### src/rtl/ps2_pkg.sv
`default_nettype none
// Shared types and set-2 byte constants for the PS/2 keyboard decoder.
package ps2_pkg;

    typedef enum logic [2:0] {
        ST_IDLE    = 3'd0,
        ST_EXT     = 3'd1,
        ST_BRK     = 3'd2,
        ST_EXT_BRK = 3'd3,
        ST_PAUSE   = 3'd4
    } state_t;

    localparam logic [7:0] PS2_EXT    = 8'hE0;
    localparam logic [7:0] PS2_BRK    = 8'hF0;
    localparam logic [7:0] PS2_PAUSE  = 8'hE1;
    localparam logic [7:0] PS2_BAT    = 8'hAA;
    localparam logic [7:0] PS2_ACK    = 8'hFA;
    localparam logic [7:0] PS2_ECHO   = 8'hEE;
    localparam logic [7:0] PS2_RESEND = 8'hFE;
    localparam logic [7:0] PS2_ERR0   = 8'h00;
    localparam logic [7:0] PS2_ERR1   = 8'hFF;

    localparam logic [2:0] PAUSE_TAIL = 3'd7;

    typedef struct packed {
        logic       ext;
        logic       rel;
        logic [7:0] code;
    } key_event_t;

    // Keyboard status/error bytes that never form part of a key event.
    function automatic logic is_filtered(input logic [7:0] b);
        return (b == PS2_ERR0) || (b == PS2_BAT) || (b == PS2_ECHO) ||
               (b == PS2_ACK)  || (b == PS2_RESEND) || (b == PS2_ERR1);
    endfunction

endpackage
`default_nettype wire

### src/rtl/ps2_kbd_decoder_sync_fifo.sv
`default_nettype none
// Show-ahead synchronous FIFO with exact occupancy count.
module sync_fifo #(
    parameter int WIDTH = 8,
    parameter int DEPTH = 8
) (
    input  logic                       clk_i,
    input  logic                       reset_i,
    input  logic                       push_i,
    input  logic [WIDTH-1:0]           push_data_i,
    input  logic                       pop_i,
    output logic [WIDTH-1:0]           head_o,
    output logic [$clog2(DEPTH):0]     count_o,
    output logic                       full_o,
    output logic                       empty_o
);
    localparam int PTR_W = $clog2(DEPTH);
    localparam int CNT_W = PTR_W + 1;

    logic [WIDTH-1:0] mem [DEPTH];
    logic [PTR_W-1:0] wr_ptr;
    logic [PTR_W-1:0] rd_ptr;
    logic             do_push;
    logic             do_pop;

    assign empty_o = (count_o == '0);
    assign full_o  = (count_o == CNT_W'(DEPTH));
    assign do_pop  = pop_i & ~empty_o;
    // A pop in the same cycle frees the slot, so a full FIFO can still accept.
    assign do_push = push_i & (~full_o | do_pop);
    assign head_o  = empty_o ? '0 : mem[rd_ptr];

    always_ff @(posedge clk_i) begin
        if (do_push) begin
            mem[wr_ptr] <= push_data_i;
        end
    end

    always_ff @(posedge clk_i or posedge reset_i) begin
        if (reset_i) begin
            wr_ptr  <= '0;
            rd_ptr  <= '0;
            count_o <= '0;
        end else begin
            if (do_push) wr_ptr <= wr_ptr + 1'b1;
            if (do_pop)  rd_ptr <= rd_ptr + 1'b1;
            case ({do_push, do_pop})
                2'b10:   count_o <= count_o + 1'b1;
                2'b01:   count_o <= count_o - 1'b1;
                default: count_o <= count_o;
            endcase
        end
    end

endmodule
`default_nettype wire

### src/rtl/ps2_kbd_decoder.sv
`default_nettype none
// PS/2 set-2 scancode decoder: folds E0/F0/E1 prefixes into key events
// and queues them behind a valid/ready FIFO.
module ps2_kbd_decoder
    import ps2_pkg::*;
#(
    parameter int FIFO_DEPTH     = 8,
    parameter int TIMEOUT_CYCLES = 2_500_000
) (
    input  logic                          clk_i,
    input  logic                          reset_i,
    input  logic [7:0]                    rx_data_i,
    input  logic                          rx_done_i,
    input  logic                          evt_ready_i,
    output logic                          evt_valid_o,
    output logic [7:0]                    evt_code_o,
    output logic                          evt_ext_o,
    output logic                          evt_release_o,
    output logic [$clog2(FIFO_DEPTH):0]   fifo_count_o,
    output logic                          overflow_o,
    input  logic                          clear_overflow_i,
    output logic                          resync_o
);
    localparam int                TO_W    = $clog2(TIMEOUT_CYCLES + 1);
    localparam logic [TO_W-1:0]   TO_LAST = TO_W'(TIMEOUT_CYCLES - 1);

    state_t          state, state_next;
    logic [2:0]      skip, skip_next;
    logic [TO_W-1:0] to_cnt, to_cnt_next;
    logic            timeout;
    logic            push_now;
    key_event_t      evt_now;
    logic            push_q;
    key_event_t      evt_q;
    key_event_t      head;
    logic            fifo_full;
    logic            fifo_empty;
    logic            drop;

    always_comb begin
        state_next  = state;
        skip_next   = skip;
        push_now    = 1'b0;
        evt_now     = '0;
        timeout     = (state != ST_IDLE) && !rx_done_i && (to_cnt == TO_LAST);
        if (rx_done_i) begin
            case (state)
                ST_IDLE: begin
                    if (rx_data_i == PS2_EXT) begin
                        state_next = ST_EXT;
                    end else if (rx_data_i == PS2_BRK) begin
                        state_next = ST_BRK;
                    end else if (rx_data_i == PS2_PAUSE) begin
                        state_next = ST_PAUSE;
                        skip_next  = PAUSE_TAIL;
                    end else if (!is_filtered(rx_data_i)) begin
                        push_now = 1'b1;
                        evt_now  = '{ext: 1'b0, rel: 1'b0, code: rx_data_i};
                    end
                end
                ST_EXT: begin
                    if (rx_data_i == PS2_BRK) begin
                        state_next = ST_EXT_BRK;
                    end else begin
                        state_next = ST_IDLE;
                        push_now   = !is_filtered(rx_data_i);
                        evt_now    = '{ext: 1'b1, rel: 1'b0, code: rx_data_i};
                    end
                end
                ST_BRK: begin
                    state_next = ST_IDLE;
                    push_now   = !is_filtered(rx_data_i);
                    evt_now    = '{ext: 1'b0, rel: 1'b1, code: rx_data_i};
                end
                ST_EXT_BRK: begin
                    state_next = ST_IDLE;
                    push_now   = !is_filtered(rx_data_i);
                    evt_now    = '{ext: 1'b1, rel: 1'b1, code: rx_data_i};
                end
                ST_PAUSE: begin
                    // The Pause tail is opaque; only its length matters.
                    if (skip == 3'd1) begin
                        state_next = ST_IDLE;
                        push_now   = 1'b1;
                        evt_now    = '{ext: 1'b1, rel: 1'b0, code: PS2_PAUSE};
                    end
                    skip_next = skip - 3'd1;
                end
                default: state_next = ST_IDLE;
            endcase
        end else if (timeout) begin
            state_next = ST_IDLE;
        end
        to_cnt_next = (state == ST_IDLE || rx_done_i || timeout) ? '0 : to_cnt + 1'b1;
    end

    always_ff @(posedge clk_i or posedge reset_i) begin
        if (reset_i) begin
            state    <= ST_IDLE;
            skip     <= '0;
            to_cnt   <= '0;
            push_q   <= 1'b0;
            evt_q    <= '0;
            resync_o <= 1'b0;
        end else begin
            state    <= state_next;
            skip     <= skip_next;
            to_cnt   <= to_cnt_next;
            push_q   <= push_now;
            evt_q    <= evt_now;
            resync_o <= timeout;
        end
    end

    // A full FIFO only drops when the consumer is not popping this cycle.
    assign drop = push_q & fifo_full & ~evt_ready_i;

    always_ff @(posedge clk_i or posedge reset_i) begin
        if (reset_i) begin
            overflow_o <= 1'b0;
        end else if (drop) begin
            overflow_o <= 1'b1;
        end else if (clear_overflow_i) begin
            overflow_o <= 1'b0;
        end
    end

    sync_fifo #(
        .WIDTH (10),
        .DEPTH (FIFO_DEPTH)
    ) u_fifo (
        .clk_i       (clk_i),
        .reset_i     (reset_i),
        .push_i      (push_q),
        .push_data_i (evt_q),
        .pop_i       (evt_ready_i),
        .head_o      (head),
        .count_o     (fifo_count_o),
        .full_o      (fifo_full),
        .empty_o     (fifo_empty)
    );

    assign evt_valid_o   = ~fifo_empty;
    assign evt_code_o    = head.code;
    assign evt_ext_o     = head.ext;
    assign evt_release_o = head.rel;

endmodule
`default_nettype wire

### config.mk
export PLATFORM = sky130hd
export DESIGN_NAME = ps2_kbd_decoder
export DESIGN_NICKNAME = d
export VERILOG_FILES = /design/src/rtl/ps2_pkg.sv /design/src/rtl/ps2_kbd_decoder_sync_fifo.sv /design/src/rtl/ps2_kbd_decoder.sv
export SDC_FILE = /design/constraint.sdc
export NUM_CORES = 1
export LEC_CHECK = 0
export BUFFER_PORTS_ARGS = -buffer_cell sky130_fd_sc_hd__buf_4
export CAP_MARGIN = 5
export CORE_UTILIZATION = 61
export CTS_BUF_LIST = sky130_fd_sc_hd__clkbuf_2
export DETAILED_ROUTE_END_ITERATION = 6
export PLACE_DENSITY_LB_ADDON = 0.2
export SLEW_MARGIN = 20
export SYNTH_ARGS = -nofsm -noshare
export SYNTH_HDL_FRONTEND = slang
export SYNTH_SLANG_ARGS = --single-unit
### constraint.sdc
create_clock -name clk_i -period 5.1 [get_ports clk_i]
set_input_delay 0.255 -clock clk_i [delete_from_list [all_inputs] [get_ports clk_i]]
set_output_delay 0.255 -clock clk_i [all_outputs]
set_load 0.05 [all_outputs]
==> metrics.md, run 1 <==
| Metric | Value |
|---|---|
| Part of the Yosys area used for sequential elements | 63.1% |
| Count of final setup violators | 0 |
| Terminus of the critical flop-to-flop path | u_fifo.count_o[3] |
| Data required time of the critical path | 5.65 ns |
| First-pass GRT wire length | 17800 um |
| Number of synthesized flops with an enable pin | 80 |
| Worst path slowest cell | sky130_fd_sc_hd__nor2_1 |
| Total Nets Final | 498 |
| Launching element of the worst setup path | u_fifo.count_o[0] |
| Yosys Warn Count | 0 |
| Via-per-instance ratio | 5.81 |
| Class of the worst hold path | input pin to async pin |
| CTS Buffer Depth | 2 |
| Delay contributed by the slowest stage of the critical path | 0.68 ns |
| Detailed placer's ending HPWL | 6960 um |
| Sinks on Clock Net | 131 |
| Post-synth top flop | sky130_fd_sc_hd__edfxtp_1 |
| Number of vias in the routed layout | 3589 |
| Top fanout value on the critical path | 11 |
| X dimension of the die | 99.8 um |
| Area Overhead vs Synth | 12.5% |
| Placeable core region | 0.00924 mm^2 |
| Total DRC errors in the routed layout | 0 |
| Number of instances in the synthesized netlist | 427 |
| Clock-pin slew of the registers on the worst-case setup and hold paths | 0.20 ns |
| Startpoint-to-endpoint class of the critical path | flip-flop to flip-flop |
| Final weighted congestion in routability-driven placement | 0.931 |
| Vertical die dimension | 99.8 um |
| I/O pin cnt | 30 |
| Stages on the worst setup path | 10 |
| Total of buffers placed on input and output ports | 29 |
| Cell types with the largest area share after synthesis | sky130_fd_sc_hd__edfxtp_1, sky130_fd_sc_hd__dfrtp_1, sky130_fd_sc_hd__mux4_2, sky130_fd_sc_hd__nor2_1, sky130_fd_sc_hd__mux2i_1 |
| Fraction of final layout cells with drive strength greater than 1 | 21.1% |
| Number of antenna violations at the first check in global routing | 0 |
| Fmax achieved | 294 MHz |
| CP delay by family, top | simple AND/OR/NAND/NOR gates |
| Startpoint Class | flip-flop |
| Most prevalent standard cell on the critical path | sky130_fd_sc_hd__ha_1 |
| Power density over cell area | 495 mW/mm^2 |
| Fill cell instance count of the final layout | 637 |
| Actual transition at the worst max-transition pin | 1.13 ns |
| Worst slew slack as a fraction of its limit | 24.5% |
| First DRT Iteration DRCs | 292 |
| DR pass1 iterations | 5 |
| Via count of the first global-routing pass | 3617 |
| Total wire length after detailed routing | 10800 um |
| Crit path arrival time | 3.95 ns |
| Ys async rst share | 38.9% |
| Start of the worst register-to-register path | u_fifo.count_o[0] |
| Final core area utilization | 71.0% |
| All-Layer GR Usage | 24.1% |
| CTS buffer count | 17 |
| Ratio of final minimum period to clock period | 66.6% |
| Synth top area share | 41.2% |
| Number of cell rows | 35 |
| Synth Net Count | 449 |
| Number of distinct library cells after synthesis | 57 |
| Final Max Tran Viols | 0 |
| Post-Synthesis Mean Instance Area | 13.7 um^2 |
| Critical-path cell list | or3_1, nor2_1, inv_1, and2_1, ha_1, ha_1, a21o_1, a21oi_1, mux2i_1, xnor2_1 |
| Sequential cell area in the final layout | 0.00368 mm^2 |
| Setup slack on the worst flop-to-flop path | 1.70 ns |
| Cell Area, Synth | 0.00583 mm^2 |
| Global route total overflow | 0 |
| Clock tree root buffer cell | sky130_fd_sc_hd__clkbuf_2 |
| Setup skew after layout | 0.0370 ns |
| Cell type with the highest aggregate area in the netlist | sky130_fd_sc_hd__edfxtp_1 |
| DIE AREA | 0.00995 mm^2 |
| Crit end category | flip-flop |
| CTS tree | done |
| Area used by multi-input combinational logic | 0.00202 mm^2 |
| Number of H-tree levels | 4 |
| Worst r2r path cells | 10 |
| LEAKAGE | 2.44 nW |
| Max-cap violations | 0 |
| Hold slack final | 0.308 ns |
| Effective utilization at floorplan | 63.1% |
| Setup repair after global routing missed its margin | false |
| CP Buf/Inv Count | 1 |
| Clock network latency to the later pin of the worst-skew pair | 0.62 ns |
| Hold Vio Cnt, Final | 0 |
| Ant diodes | 0 |
| Number of storage elements in the synthesis netlist | 131 |
| Antenna viol nets, final | 0 |
| Worst ir drop on vdd | 277 uV |
| Setup TNS | 0 ns |
| Cell total after placement | 573 |
| Min Clock Period, post-route | 3.40 ns |
| Run status | finished, final reports clean |
| Routed length per placed instance | 17.5 um |
| Fin cells | 618 |
| Largest net degree at the start of global routing | 52 |
## worst max path at each step
stage / to / slack, ns
after floorplan: u_fifo.count_o[3] / 2.16
after global placement: u_fifo.count_o[3] / 1.86
after detailed placement: u_fifo.count_o[3] / 1.70
after CTS: u_fifo.count_o[3] / 1.65
after global routing: u_fifo.count_o[3] / 1.41
final: u_fifo.count_o[3] / 1.70
## registers in the layout, summed over array words and instances, names as in the netlist
register and cells:
push_q 1, to_cnt 22, u_fifo.count_o 4, u_fifo.rd_ptr 3, evt_q 10, u_fifo.mem 80
overflow_o 1, resync_o 1, skip 3, state 3, u_fifo.wr_ptr 3
## cell type report
class	instances	area share [%]
multi-input cells	263	30.8
well taps	129	2.46
clock inverters	13	2.44
inverters	17	0.992
repair buffers	46	5.76
clock buffers	19	1.45
flip-flops and latches	131	56.1
## metal layers
metal	GRT usage, %	wire [um]
met1	31.8	4820
met2	40.3	5370
met3	5.27	491
met4	7.81	114
met5	0	0
## worst register-to-register path: cells and delay by family, from the launching register on
kind	cells	cell delay, ns
AOI/OAI and AO/OA	2	0.37
xor gates and xnor gates	1	0.13
adders and majority gates	2	0.55
buffers and inverters	1	0.17
and+or+nand+nor	3	1.38
DFF	1	0.48
muxes	1	0.25
## cells in the mapped netlist, drive strengths merged (2+ instances only)
cell type	instances
mux4	20
o21a	2
nand2b	5
mux2	2
nand2	23
a41oi	2
mux2i	13
and2	4
o31ai	6
and3	4
clkbuf	12
o21bai	2
dfrtp	51
or2	4
inv	17
or4	7
nand4	9
nor3	8
nor2	44
a21oi	17
or3	5
nor2b	5
o311ai	2
nand3	15
buf	4
ha	8
o21ai	9
xor2	7
xnor2	11
nor4b	2
nor4	5
edfxtp	80
nor3b	2
a31oi	5
## cell usage in the layout (no fill, tap or decap), types with 4 or more instances in the layout
cell type	n
sky130_fd_sc_hd__nor2b_1	5
sky130_fd_sc_hd__mux2i_1	13
sky130_fd_sc_hd__and2_1	4
sky130_fd_sc_hd__xnor2_1	11
sky130_fd_sc_hd__or2_2	4
sky130_fd_sc_hd__inv_1	16
sky130_fd_sc_hd__nor3_1	8
sky130_fd_sc_hd__nand4_1	8
sky130_fd_sc_hd__dfrtp_1	51
sky130_fd_sc_hd__ha_1	8
sky130_fd_sc_hd__nand2b_1	5
sky130_fd_sc_hd__o31ai_1	6
sky130_fd_sc_hd__o21ai_0	8
sky130_fd_sc_hd__a21oi_1	16
sky130_fd_sc_hd__buf_4	33
sky130_fd_sc_hd__or4_1	5
sky130_fd_sc_hd__xor2_1	7
sky130_fd_sc_hd__a31oi_1	5
sky130_fd_sc_hd__nor4_1	5
sky130_fd_sc_hd__edfxtp_1	80
sky130_fd_sc_hd__nor2_1	42
sky130_fd_sc_hd__mux4_2	20
sky130_fd_sc_hd__nand2_1	23
sky130_fd_sc_hd__dlygate4sd3_1	13
sky130_fd_sc_hd__or3_1	5
sky130_fd_sc_hd__nand3_1	13
sky130_fd_sc_hd__clkbuf_2	19
## power by group
| group | switching, mW | total, mW | internal (mW) |
|---|---|---|---|
| Combinational | 0.700 | 1.17 | 0.467 |
| Clock | 0.373 | 0.650 | 0.277 |
| Sequential | 0.144 | 1.43 | 1.29 |
## metrics by stage
| stage | power [mW] | setup WS (ns) | area (um^2) |
|---|---|---|---|
| after floorplan | 2.30 | 2.16 | 5830 |
| after global placement | 2.58 | 1.86 | 6170 |
| after detailed placement | 2.62 | 1.70 | 6170 |
| after CTS | 3.27 | 1.65 | 6550 |
| after global routing | 3.41 | 1.41 | 6560 |
| final | 3.25 | 1.70 | 6560 |
## cell families (layout without fill, tap and decap cells)
kind of cell	after synthesis	count (layout)	share of synthesized area (%)
multiplexers	35	35	10.3
AND/OR/NAND/NOR	147	147	13.3
buffers and inverters	33	95	2.36
adder cells (fa/ha/maj)	9	9	2.06
AO/OA/AOI/OAI	54	54	6.09
XOR/XNOR	18	18	2.70
flip-flops	131	131	63.1
## what timing repair did
action | 4_1_cts | 5_1_grt
buffers inserted | 0 | 0
hold buffers | 13 | 0
endpoints found under the setup margin | 0 | 0
gates resized for setup | 0 | 0
hold endpoints to repair | 70 | 0
Power figures use the tool's default switching activity.
==> run 2: changes to the inputs <==
==> constraint.sdc (replaced) <==
create_clock -name clk_i -period 3.5 [get_ports clk_i]
set_input_delay 0.175 -clock clk_i [delete_from_list [all_inputs] [get_ports clk_i]]
set_output_delay 0.175 -clock clk_i [all_outputs]
set_load 0.05 [all_outputs]
==> run 2 against run 1 <==
  * Flip-flop and latch count unchanged
  * Count of clock-buffer cells in the layout decreased by 1
  * Power increased by 47%
  * Routed wire length increased by 1.9%
  * Via count increased by 1.6%
  * Global-route usage increased by 0.32 points
  * Die area unchanged
  * Critical path type unchanged
  * Critical endpoint unchanged
  * Largest cell class unchanged
  * Largest power group unchanged
==> metrics.md, run 2 (synthesized netlist as in run 1, its figures left out) <==
| Metric | Value |
|---|---|
| Run status | finished, final reports clean |
| Min Clock Period, post-route | 2.88 ns |
| CP Buf/Inv Count | 2 |
| Largest reg by FF count | u_fifo.mem |
| I/O pin cnt | 30 |
| Fraction of final layout cells with drive strength greater than 1 | 21.7% |
| LEAKAGE | 2.47 nW |
| X dimension of the die | 99.8 um |
| Startpoint-to-endpoint class of the critical path | flip-flop to flip-flop |
| Actual transition at the worst max-transition pin | 1.01 ns |
| Routed length per placed instance | 17.7 um |
| Placeable core region | 0.00924 mm^2 |
| Clock tree root buffer cell | sky130_fd_sc_hd__clkbuf_2 |
| Setup skew after layout | 0.0391 ns |
| Vertical die dimension | 99.8 um |
| Setup repair bufs after CTS | 0 |
| Number of antenna violations at the first check in global routing | 0 |
| Class of the worst hold path | input pin to async pin |
| Setup repair after global routing missed its margin | false |
| Total Nets Final | 503 |
| First-pass GRT wire length | 18100 um |
| Crit end category | flip-flop |
| Largest register FFs | 80 |
| Number of H-tree levels | 4 |
| Commonest cells after routing, fill and taps aside | sky130_fd_sc_hd__edfxtp_1, sky130_fd_sc_hd__dfrtp_1, sky130_fd_sc_hd__nor2_1, sky130_fd_sc_hd__buf_4, sky130_fd_sc_hd__nand2_1 |
| Detailed placer's ending HPWL | 7220 um |
| Ratio of final minimum period to clock period | 82.2% |
| DR pass1 iterations | 6 |
| Setup TNS | 0 ns |
| Worst slew slack as a fraction of its limit | 32.2% |
| Sinks on Clock Net | 131 |
| All-Layer GR Usage | 24.4% |
| Area Overhead vs Synth | 13.3% |
| Max-cap violations | 0 |
| Final weighted congestion in routability-driven placement | 0.921 |
| Top fanout value on the critical path | 11 |
| CP delay by family, top | simple AND/OR/NAND/NOR gates |
| Count of final setup violators | 0 |
| Stages on the worst setup path | 11 |
| CTS Buffer Depth | 2 |
| Power density over cell area | 723 mW/mm^2 |
| DIE AREA | 0.00995 mm^2 |
| Clock network latency to the later pin of the worst-skew pair | 0.63 ns |
| Startpoint Class | flip-flop |
| CTS buffer count | 17 |
| First DRT Iteration DRCs | 269 |
| Delay contributed by the slowest stage of the critical path | 0.49 ns |
| Final core area utilization | 71.5% |
| Hold Vio Cnt, Final | 0 |
| Global route total overflow | 0 |
| Clock-pin slew of the registers on the worst-case setup and hold paths | 0.21 ns |
| Crit path arrival time | 3.42 ns |
| Via count of the first global-routing pass | 3651 |
| Number of cell rows | 35 |
| Effective utilization at floorplan | 63.1% |
| Most frequent standard cell in the layout excluding fill and tap cells | sky130_fd_sc_hd__edfxtp_1 |
| Antenna viol nets, final | 0 |
| CTS resizes | 0 |
| Worst path slowest cell | sky130_fd_sc_hd__dfrtp_1 |
| CTS tree | done |
| Total wire length after detailed routing | 11000 um |
| Largest net degree at the start of global routing | 52 |
| Data required time of the critical path | 4.05 ns |
| Via-per-instance ratio | 5.85 |
| Ant diodes | 0 |
| Final Max Tran Viols | 0 |
| Fmax achieved | 348 MHz |
| Registers with the highest flip-flop counts | u_fifo.mem x80, to_cnt x22, evt_q x10 |
| Total of buffers placed on input and output ports | 29 |
| Worst ir drop on vdd | 433 uV |
| Number of vias in the routed layout | 3646 |
| Worst r2r path cells | 11 |
| Most prevalent standard cell on the critical path | sky130_fd_sc_hd__ha_1 |
| Critical-path cell list | or3_1, nor2_1, buf_4, inv_1, and2_1, ha_1, ha_1, a21o_1, a21oi_1, mux2i_1, xnor2_1 |
| Total DRC errors in the routed layout | 0 |
-- run 2: changes by cell type in the layout (fill, tap and decap cells not counted), moves of 2 or more --
cell | previous run | this run
sky130_fd_sc_hd__dlygate4sd3_1 | 13 | 15
sky130_fd_sc_hd__buf_4 | 33 | 36
sky130_fd_sc_hd__inv_6 | 2 | 4
sky130_fd_sc_hd__clkinv_1 | 2 | 0
-- run 2: per-stage QoR --
step,power [mW],instance area [um^2],worst slack [ns],cells,hold WS (ns)
finish,4.78,6610,0.623,623,0.227
CTS,4.83,6610,0.609,623,0.328
detailed placement,3.84,6190,0.704,576,0.371
global placement,3.78,6190,0.770,576,0.369
floorplan,3.35,5830,0.556,427,0.278
global route,5.02,6610,0.400,623,0.237
-- run 2: repair_timing --
| item | in CTS | in global routing |
|---|---|---|
| hold buffers | 15 | 0 |
| endpoints found under the hold margin | 73 | 0 |
| setup endpoints to repair | 0 | 0 |
-- run 2: worst paths after layout --
check | from | end | slack, ns
max | u_fifo.count_o[0] | u_fifo.count_o[3] | 0.62
min | reset_i | evt_q[9] | 0.23
max reg2reg | u_fifo.count_o[0] | u_fifo.count_o[3] | 0.62
min reg2reg | to_cnt[0] | to_cnt[0] | 0.50
max in group asynchronous | reset_i | evt_q[0] | 2.74
min in group clk_i | rx_data_i[1] | evt_q[1] | 0.39
-- run 2: report_power, final --
| part | switching, mW | total, mW | internal [mW] |
|---|---|---|---|
| Clock | 0.563 | 0.973 | 0.411 |
| Sequential | 0.206 | 2.08 | 1.88 |
| Combinational | 1.03 | 1.72 | 0.692 |
-- run 2: area by class of cell --
type,count,area (um^2)
well taps,129,161
multi-input cells,263,2020
inverters,17,65.1
fillers,627,2630
clock buffers,18,90.1
clock inverters,14,176
repair buffers,51,420
flip-flops and latches,131,3680
-- run 2: per-layer routing --
layer / routed length (um) / vias to the layer above / global-route usage (%)
li1: - / 1724 / -
met1: 4790 / 1806 / 32.3
met2: 5640 / 109 / 41.2
met3: 503 / 7 / 5.13
met4: 61 / 0 / 7.01
met5: 0 / - / 0
-- run 2: worst reg2reg max path, stage by stage, from the launching register on --
cell and delay [ns]:
sky130_fd_sc_hd__dfrtp_1 0.49, sky130_fd_sc_hd__or3_1 0.43, sky130_fd_sc_hd__nor2_1 0.11, sky130_fd_sc_hd__buf_4 0.20, sky130_fd_sc_hd__inv_1 0.08, sky130_fd_sc_hd__and2_1 0.21, sky130_fd_sc_hd__ha_1 0.26, sky130_fd_sc_hd__ha_1 0.29
sky130_fd_sc_hd__a21o_1 0.18, sky130_fd_sc_hd__a21oi_1 0.18, sky130_fd_sc_hd__mux2i_1 0.24, sky130_fd_sc_hd__xnor2_1 0.13
==> run 3: changes to the inputs <==
--- a/config.mk
+++ b/config.mk
@@ -7,7 +7,7 @@
 export LEC_CHECK = 0
 export BUFFER_PORTS_ARGS = -buffer_cell sky130_fd_sc_hd__buf_4
 export CAP_MARGIN = 5
-export CORE_UTILIZATION = 61
+export CORE_UTILIZATION = 57
 export CTS_BUF_LIST = sky130_fd_sc_hd__clkbuf_2
 export DETAILED_ROUTE_END_ITERATION = 6
 export PLACE_DENSITY_LB_ADDON = 0.2
==> constraint.sdc (replaced) <==
create_clock -name clk_i -period 2.3 [get_ports clk_i]
set_input_delay 0.115 -clock clk_i [delete_from_list [all_inputs] [get_ports clk_i]]
set_output_delay 0.115 -clock clk_i [all_outputs]
set_load 0.05 [all_outputs]
==> run 3 against run 2 <==
  * Clock skew down 0.015 ns
  * Non-clock buffer count up 23
  * Register-to-register slack worse by 0.65 ns
  * The run now ends with negative setup slack left
  * Worst setup slack got worse by 0.67 ns
  * Die area grew 6.9%
  * Highest routed layer unchanged
  * Final cell count is 4.2% higher
  * Design area increased by 5.8%
==> metrics.md, run 3 (synthesized netlist as in run 1, its figures left out) <==
| Metric | Value |
|---|---|
| PnR worst setup slack | -0.0520 ns |
| Via-per-instance ratio | 5.86 |
| Hold Vio Cnt, Final | 0 |
| Via count of the first global-routing pass | 3756 |
| Worst r2r path cells | 10 |
| Met1 wire length | 4760 um |
| Clock network latency to the later pin of the worst-skew pair | 0.66 ns |
| Fraction of power consumed by sequential logic | 39.5% |
| Startpoint Class | flip-flop |
| Largest net degree at the start of global routing | 25 |
| Worst ir drop on vdd | 799 uV |
| Total Nets Final | 526 |
| Vertical die dimension | 103 um |
| Number of H-tree levels | 4 |
| Largest register FFs | 80 |
| Internal portion of total power | 4.94 mW |
| Metal3 WL | 471 um |
| Final Max Tran Viols | 0 |
| Worst slew slack as a fraction of its limit | 32.1% |
| Startpoint-to-endpoint class of the critical path | flip-flop to output port |
| Clock tree root buffer cell | sky130_fd_sc_hd__clkbuf_2 |
| Setup skew after layout | 0.0246 ns |
| Relative contribution of the clock network to total power | 18.8% |
| Global route total overflow | 0 |
| Start point of the worst min-delay path | rx_data_i[5] |
| X dimension of the die | 103 um |
| All-Layer GR Usage | 24.3% |
| Actual transition at the worst max-transition pin | 1.01 ns |
| Setup repair after global routing missed its margin | true |
| Routed length per placed instance | 17.8 um |
| Run status | complete, but fails checks |
| Violations in the final reports | negative setup slack |
| Switching power share of the total | 37.2% |
| CTS tree | done |
| Power density over cell area | 1130 mW/mm^2 |
| First-pass GRT wire length | 18300 um |
| Registers with the highest flip-flop counts | u_fifo.mem x80, to_cnt x22, evt_q x10 |
| Top fanout value on the critical path | 11 |
| Gate power share | 41.7% |
| Number of cells traversed by the worst hold path | 4 |
| I/O pin cnt | 30 |
| Endpoint of the worst hold-timing path | evt_q[5] |
| Fraction of final layout cells with drive strength greater than 1 | 27.3% |
| CTS buffer count | 17 |
| Final weighted congestion in routability-driven placement | 0.855 |
| Net switching power | 2.92 mW |
| Total DRC errors in the routed layout | 0 |
| Antenna viol nets, final | 0 |
| Max Used Layer | met4 |
| Detailed-routed wire length on met2 | 6040 um |
| Clock-pin slew of the registers on the worst-case setup and hold paths | 0.19 ns |
| Ratio of final minimum period to clock period | 102% |
| Total wire length after detailed routing | 11600 um |
| Effective utilization at floorplan | 59.1% |
| Data required time of the critical path | 2.18 ns |
| Ant diodes | 0 |
| DIE AREA | 0.0106 mm^2 |
| Terminus of the critical flop-to-flop path | u_fifo.count_o[3] |
| Class of the worst hold path | input pin to flip-flop |
| CTS Buffer Depth | 2 |
| Start of the worst register-to-register path | u_fifo.count_o[0] |
| Total cell area at the placement stage | 0.00636 mm^2 |
| Count of final setup violators | 10 |
| Fmax achieved | 425 MHz |
| Number of cell rows | 36 |
| Sinks on Clock Net | 131 |
| Placeable core region | 0.00986 mm^2 |
| First DRT Iteration DRCs | 201 |
| Setup slack on the worst flop-to-flop path | -0.03 ns |
| Largest reg by FF count | u_fifo.mem |
| Max-cap violations | 0 |
| Most frequent standard cell in the layout excluding fill and tap cells | sky130_fd_sc_hd__edfxtp_1 |
| Dpl ws | 0.00326 ns |
| Commonest cells after routing, fill and taps aside | sky130_fd_sc_hd__edfxtp_1, sky130_fd_sc_hd__dfrtp_1, sky130_fd_sc_hd__nor2_1, sky130_fd_sc_hd__buf_4, sky130_fd_sc_hd__nand2_1 |
| Area Overhead vs Synth | 19.9% |
| DR pass1 iterations | 5 |
| Crit path arrival time | 2.24 ns |
| LEAKAGE | 2.63 nW |
| Final instance area | 0.00699 mm^2 |
| Number of vias in the routed layout | 3801 |
| Design Power | 7.86 mW |
| Min Clock Period, post-route | 2.35 ns |
| Crit end category | output port |
| Total of buffers placed on input and output ports | 29 |
| Number of antenna violations at the first check in global routing | 0 |
| Detailed placer's ending HPWL | 7500 um |
run 3: cell types whose count changed in the layout (fill, tap and decap cells not counted), sizes merged:
cell / change
buf: +19
dlygate4sd3: +4
clkbuf: -1
clkinvlp: -1
inv: +1
run 3: routing by layer:
| layer | global-route usage, % | up-vias |
|---|---|---|
| met5 | 0 | - |
| met4 | 11.1 | 0 |
| met3 | 6.03 | 27 |
| met2 | 40.8 | 120 |
| met1 | 29.9 | 1878 |
| li1 | - | 1776 |
run 3: layout make-up:
type	instances	area, um^2
multi-input cells	263	2100
flip-flops and latches	131	3680
clock buffers	17	85.1
fillers	652	2880
clock inverters	14	178
repair buffers	74	706
inverters	17	68.8
well taps	133	166
run 3: worst max-delay path by stage:
| stage | start | end | cells after the start |
|---|---|---|---|
| 5_1_grt | u_fifo.rd_ptr[0] | evt_code_o[6] | 6 |
| 6_report | u_fifo.rd_ptr[0] | evt_code_o[0] | 5 |
| 4_1_cts | u_fifo.rd_ptr[0] | evt_code_o[0] | 5 |
| 3_5_place_dp | u_fifo.count_o[2] | u_fifo.count_o[3] | 10 |
| 3_3_place_gp | u_fifo.count_o[2] | u_fifo.count_o[3] | 10 |
| 2_1_floorplan | u_fifo.count_o[2] | u_fifo.count_o[3] | 10 |
run 3: metrics by stage:
stage	std cells	TNS [ns]	hold slack, ns	utilization (%)
2_1_floorplan	427	-0.128	0.218	-
3_3_place_gp	592	0	0.0879	64.5
3_5_place_dp	592	0	0.0908	64.5
4_1_cts	649	-1.06	0.201	70.6
5_1_grt	649	-2.13	0.234	70.9
6_report	649	-0.305	0.281	70.9
run 3: repair_timing:
item	4_1_cts	5_1_grt
pin swaps	5	1
resized for setup	15	5
gates cloned	2	0
hold endpoints to repair	78	0
setup endpoints to repair	11	16
setup buffers	5	0
hold buffers	19	0
run 3: power by group through the flow:
| stage | registers [mW] | logic (mW) | clock network, mW |
|---|---|---|---|
| floorplan | 3.20 | 1.96 | 0 |
| global placement | 3.12 | 2.84 | 0 |
| detailed placement | 3.14 | 2.89 | 0 |
| CTS | 3.10 | 3.28 | 1.51 |
| global route | 3.15 | 3.53 | 1.61 |
| finish | 3.11 | 3.28 | 1.48 |
run 3: critical path: stages (launching register included):
cell and delay, ns:
sky130_fd_sc_hd__dfrtp_2 0.45, sky130_fd_sc_hd__buf_12 0.17, sky130_fd_sc_hd__mux4_2 0.52, sky130_fd_sc_hd__mux2i_2 0.20
sky130_fd_sc_hd__nor2_1 0.08, sky130_fd_sc_hd__buf_6 0.15
